File: config.mk
export PLATFORM = sky130hd
export DESIGN_NAME = irq_controller_flat
export DESIGN_NICKNAME = d
export VERILOG_FILES = /design/src/rtl/irq_controller_pkg.sv /design/src/rtl/irq_controller_if.sv /design/src/rtl/irq_sync_edge.sv /design/src/rtl/irq_controller.sv /design/src/flat_wrapper.sv
export SDC_FILE = /design/constraint.sdc
export NUM_CORES = 1
export LEC_CHECK = 0
export ABC_AREA = 1
export CORE_ASPECT_RATIO = 1.2
export CORE_MARGIN = 4
export CORE_UTILIZATION = 46
export CTS_CLUSTER_DIAMETER = 120
export DETAILED_ROUTE_END_ITERATION = 6
export PLACE_DENSITY = 0.89
export SKIP_CTS_REPAIR_TIMING = 1
export SLEW_MARGIN = 20
export SYNTH_ARGS = -nofsm -noshare
export SYNTH_HDL_FRONTEND = slang
export SYNTH_SLANG_ARGS = --single-unit
File: constraint.sdc
create_clock -name clk -period 1.26 [get_ports clk]
set_input_delay 0.252 -clock clk [delete_from_list [all_inputs] [get_ports clk]]
set_output_delay 0.252 -clock clk [all_outputs]
set_load 0.05 [all_outputs]
File: src/rtl/irq_controller_pkg.sv
// irq_controller_pkg: shared FSM encodings and config address map
package irq_controller_pkg;
  typedef enum logic [1:0] {IDLE = 2'd0, REQ = 2'd1, SERVICE = 2'd2} state_t;
  localparam logic [1:0] CFG_ENABLE = 2'd0;
  localparam logic [1:0] CFG_PENDING = 2'd1;
  localparam logic [1:0] CFG_STATUS = 2'd2;
endpackage

File: src/rtl/irq_controller_if.sv
// irq_controller_if: request lines, config bus and core handshake
interface irq_controller_if #(
  parameter int NUM_IRQ = 8,
  parameter int ID_W = 3
);
  logic [NUM_IRQ-1:0] irq_in;
  logic cfg_we;
  logic [1:0] cfg_addr;
  logic [NUM_IRQ-1:0] cfg_wdata;
  logic [NUM_IRQ-1:0] cfg_rdata;
  logic irq_req;
  logic [ID_W-1:0] irq_id;
  logic irq_ack;
  logic irq_eoi;
  modport master (
    output irq_in, cfg_we, cfg_addr, cfg_wdata, irq_ack, irq_eoi,
    input cfg_rdata, irq_req, irq_id
  );
  modport slave (
    input irq_in, cfg_we, cfg_addr, cfg_wdata, irq_ack, irq_eoi,
    output cfg_rdata, irq_req, irq_id
  );
endinterface

File: src/rtl/irq_sync_edge.sv
// irq_sync_edge: two-flop synchroniser plus one history flop for rise detection
module irq_sync_edge (
  input  logic clk,
  input  logic reset,
  input  logic async_in,
  output logic level,
  output logic rise
);
  logic s1, s2, s3;
  always_ff @(posedge clk)
    if (reset) {s1, s2, s3} <= '0;
    else {s1, s2, s3} <= {async_in, s1, s2};
  assign level = s2;
  assign rise = s2 & ~s3;
endmodule

File: src/rtl/irq_controller.sv
// irq_controller: pending/enable state, fixed-priority arbitration and req/ack/eoi handshake
module irq_controller
  import irq_controller_pkg::*;
#(
  parameter int NUM_IRQ = 8,
  parameter int ID_W = 3,
  parameter logic [NUM_IRQ-1:0] EDGE_MASK = '0
) (
  input logic clk,
  input logic reset,
  irq_controller_if.slave bus
);
  logic [NUM_IRQ-1:0] level, rise, pend_q, enable, pending, eligible, clr;
  logic [ID_W-1:0] id_q;
  logic ack_take;
  state_t state, state_n;
  for (genvar i = 0; i < NUM_IRQ; i++) begin : g_sync
    irq_sync_edge u_sync (
      .clk(clk),
      .reset(reset),
      .async_in(bus.irq_in[i]),
      .level(level[i]),
      .rise(rise[i])
    );
  end
  function automatic logic [ID_W-1:0] prio(input logic [NUM_IRQ-1:0] v);
    prio = '0;
    for (int k = NUM_IRQ - 1; k >= 0; k--) if (v[k]) prio = ID_W'(k);
  endfunction
  assign pending = (pend_q & EDGE_MASK) | (level & ~EDGE_MASK);
  assign eligible = pending & enable;
  assign ack_take = state == REQ && bus.irq_ack;
  assign clr = (bus.cfg_we && bus.cfg_addr == CFG_PENDING ? bus.cfg_wdata : '0)
             | (ack_take ? NUM_IRQ'(1) << id_q : '0);
  always_ff @(posedge clk)
    if (reset) begin
      pend_q <= '0;
      enable <= '0;
      id_q <= '0;
      state <= IDLE;
    end else begin
      pend_q <= (rise | (pend_q & ~clr)) & EDGE_MASK;
      if (bus.cfg_we && bus.cfg_addr == CFG_ENABLE) enable <= bus.cfg_wdata;
      if (state == IDLE && |eligible) id_q <= prio(eligible);
      state <= state_n;
    end
  // a REQ whose line loses eligibility is withdrawn unless the ack lands in the same cycle
  always_comb begin
    state_n = IDLE;
    state_n = state == IDLE    ? (|eligible ? REQ : IDLE)
            : state == REQ     ? (bus.irq_ack ? SERVICE : eligible[id_q] ? REQ : IDLE)
            : state == SERVICE ? (bus.irq_eoi ? IDLE : SERVICE)
            : IDLE;
  end
  assign bus.irq_req = state == REQ;
  assign bus.irq_id = id_q;
  assign bus.cfg_rdata = bus.cfg_addr == CFG_ENABLE  ? enable
                       : bus.cfg_addr == CFG_PENDING ? pending
                       : bus.cfg_addr == CFG_STATUS  ? NUM_IRQ'({state == SERVICE, id_q})
                       : '0;
endmodule
File: src/flat_wrapper.sv
// flat-port wrapper written by rule: the top's interface ports become plain ports
module irq_controller_flat import irq_controller_pkg::*;
#(
  parameter int NUM_IRQ = 8,
  parameter int ID_W = 3,
  parameter logic [NUM_IRQ-1:0] EDGE_MASK = '0
)
  (clk, reset, bus_irq_in, bus_cfg_we, bus_cfg_addr, bus_cfg_wdata, bus_irq_ack, bus_irq_eoi, bus_cfg_rdata, bus_irq_req, bus_irq_id);
  irq_controller_if #(.NUM_IRQ(NUM_IRQ), .ID_W(ID_W)) bus_i ();
  input logic clk;
  input logic reset;
  input wire logic [$bits(bus_i.irq_in)-1:0] bus_irq_in;
  input wire logic [$bits(bus_i.cfg_we)-1:0] bus_cfg_we;
  input wire logic [$bits(bus_i.cfg_addr)-1:0] bus_cfg_addr;
  input wire logic [$bits(bus_i.cfg_wdata)-1:0] bus_cfg_wdata;
  input wire logic [$bits(bus_i.irq_ack)-1:0] bus_irq_ack;
  input wire logic [$bits(bus_i.irq_eoi)-1:0] bus_irq_eoi;
  output wire logic [$bits(bus_i.cfg_rdata)-1:0] bus_cfg_rdata;
  output wire logic [$bits(bus_i.irq_req)-1:0] bus_irq_req;
  output wire logic [$bits(bus_i.irq_id)-1:0] bus_irq_id;
  assign bus_i.irq_in = bus_irq_in;
  assign bus_i.cfg_we = bus_cfg_we;
  assign bus_i.cfg_addr = bus_cfg_addr;
  assign bus_i.cfg_wdata = bus_cfg_wdata;
  assign bus_i.irq_ack = bus_irq_ack;
  assign bus_i.irq_eoi = bus_irq_eoi;
  assign bus_cfg_rdata = bus_i.cfg_rdata;
  assign bus_irq_req = bus_i.irq_req;
  assign bus_irq_id = bus_i.irq_id;
  irq_controller #(.NUM_IRQ(NUM_IRQ), .ID_W(ID_W), .EDGE_MASK(EDGE_MASK)) u_core (.clk(clk), .reset(reset), .bus(bus_i));
endmodule
==> results.toml <==
[detailed_routing]
routedWlPerCell_um = 12.51
firstDrtPassIters = 4
drtAntennaViolNets = 0
routed_wl_mm = 3.314
drtIter0Drc = 61
drc = 0
vias_per_cell = 4.928
vias = 1306

[final_layout]
final_cell_mix = "nor2_1 (39), nand2_1 (25), inv_1 (21), clkdlybuf4s50_1 (20), dfxtp_1 (16)"
layout_commonest_cell = "nor2_1"
nFillCells = 141
nets = 254
drive_above_1_share_pct = 34.48
num_antenna_cells = 0
fin_cells = 265
fin_util_pct = 81.31
area_delta_synth_final_pct = 66.34

[sta]
holdWs_ns = 0.4011
max_freq_mhz = 647.4
tightestPinTransition_ns = 0.3184
rsz0062_at_grt = "true"
fin_tns_setup_ns = -0.9947
period_share_pct = 122.6
finalHoldViolCount = 0
finalSetupViolations = 9
min_period_ns = 1.545
timing.slew.headroom_pct = 78.75
worst_slack_ns = -0.2846
skew_ns = 0.01128
drv_slew = 0

[cts]
cts_max_path_buffers = 2
clkLatencyLatePin_ns = 0.33
root_buffer = "clkbuf_4"
cts_tree = "built"
clkTransAtPathRegs_ns = 0.09
cts_sinks = 29
numCtsBuffers = 5
ctsHtreeMaxLevel = 2

[global_routing]
grt_pass1_wl_mm = 4.547
antenna_found_initial = 0
grt_usage_pct = 15.91
first_global_vias = 1130
grt_start_max_net_pins = 19
grt-ovfl-total = 0

[die]
io-pin-count = 35
num_rows = 20
die_area_sq_um = 3644
die_h_um = 65.33
die_w_um = 55.78
core_area_sq_um = 2577
start_util_pct = 48.88

[power]
comb_power_share_pct = 18.4
p_leak_nw = 0.9760
ir_drop_mv = 0.9795
swShare_pct = 24.02
p_clk_share_pct = 39.3
p_sw_uw = 568.9
power_frac_seq_pct = 42.3
pwr_density_cell_nw_per_um2 = 1130
p_int_mw = 1.800

[critical_path]
crit_required_ns = 1.01
startpoint_type = "register"
endpoint_kind = "output port"
cp_top_family = "flip-flops"
arrival_ns = 1.29
crit_slowest_cell = "dfxtp_2"
path_cells = "inv_2 > nand2_4 > o311ai_4 > buf_12"
crit_fanout = 3
cp_slowest_stage_delay_ns = 0.33
path_class = "reg2out"
crit_buf_inv = 2

[outcome]
status = "complete, but fails checks"
violations = "negative setup slack"

[synth]
seq_area_frac_synth_pct = 46.08
synth_area_sq_um = 1260
synth_seq_cells = 29
syn_avg_cell_area_sq_um = 7.078
syn_inst = 178
netlist-cell-type-count = 24
syn_nets = 201
ys.warnings.count = 0

[placement]
place.gp.congestion = 0.9005
port_buffers = 34
hpwl_mm = 2.155
place_ws_ns = -0.4478
dpl.cell_count = 247

[job]
max_cap_violations = 0

[hold_path]
hold_path.class = "reg2reg"
logic make-up (layout without fill, tap and decap cells):
kind of cell,count (synthesis),count (layout),share of synthesized area [%]
flip-flops,29,29,46.08
AO/OA/AOI/OAI,26,26,13.21
AND/OR/NAND/NOR,93,93,31.58
buffers and inverters,30,84,9.135
stage by stage:
step                area (sq um)  total power [mW]
floorplan                   1271             1.199
finish                      2096             2.369
global route                2096             2.463
global placement            1797             1.388
detailed placement          1797             1.397
CTS                         1899             2.318
power groups by stage:
stage	clock network (mW)	logic [mW]	registers, mW
finish	0.931	0.435	1.00
global route	0.988	0.468	1.01
CTS	0.940	0.374	1.00
detailed placement	0	0.372	1.03
global placement	0	0.365	1.02
floorplan	0	0.166	1.03
registers in the layout (all words and copies together) (netlist names):
name                        count
u_core.g_sync.u_sync.level      8
u_core.g_sync.u_sync.s1         8
u_core.enable                   8
u_core.state                    2
u_core.bus.irq_id               3
worst reg2reg max path: cells and delay by family, from the launching register on:
kind | cells | cell delay [ns]
AND/OR/NAND/NOR | 5 | 0.42
buffers and inverters | 1 | 0.06
AO/OA/AOI/OAI | 1 | 0.19
flip-flops | 1 | 0.44
cell usage after synthesis:
master     n  area, sq um
nor2_4     1        11.26
a21oi_1    3        15.01
o21ai_0    6        30.03
nand2_4    1        11.26
or2_2      1        6.260
nor2_1    40        150.1
buf_2      2        10.01
a21oi_4    1        16.27
nor2_2     3        18.77
nand3_1   10        50.05
dfxtp_1   29        580.6
inv_1     23        86.33
nor3_1     1        5.000
a21oi_2    1        8.760
a31oi_1    1        6.260
a22o_2     1        10.01
inv_2      3        11.26
nand2_1   32        120.1
o311ai_1   1        8.760
a22o_1     3        26.28
o21ai_1    9        45.04
clkinv_1   1        3.750
buf_1      1        3.750
nand2_2    4        25.02
routing by layer:
layer	track usage (%)	wire (um)	vias to the layer above
met5	0	0	-
met4	6.991	104	0
met3	5.305	264	11
met2	29.14	1704	58
met1	16.38	1241	576
li1	-	-	661
final timing paths:
| path | cells after the start | to | slack [ns] | from |
|---|---|---|---|---|
| hold / removal | 2 | u_core.g_sync[3].u_sync.level$_SDFF_PP0_ | 0.40 | u_core.g_sync[3].u_sync.s1$_SDFF_PP0_ |
| setup reg to reg | 7 | u_core.bus.irq_id[1]$_SDFFE_PP0P_ | 0.04 | u_core.enable[3]$_SDFFE_PP0P_ |
| setup / recovery | 4 | bus_cfg_rdata[3] | -0.28 | u_core.state[0]$_SDFF_PP0_ |
| hold reg to reg | 2 | u_core.g_sync[3].u_sync.level$_SDFF_PP0_ | 0.40 | u_core.g_sync[3].u_sync.s1$_SDFF_PP0_ |
area by class of cell:
type / instances / area, sq um / share of cell area, %
multi-input combinational: 119 / 643.1 / 30.69
sequential: 29 / 606.8 / 28.96
timing repair buffer: 49 / 600.6 / 28.66
inverter: 27 / 101.3 / 4.836
clock inverter: 3 / 65.06 / 3.104
tap: 33 / 41.29 / 1.970
clock buffer: 5 / 37.54 / 1.791
Power figures use the tool's default switching activity.
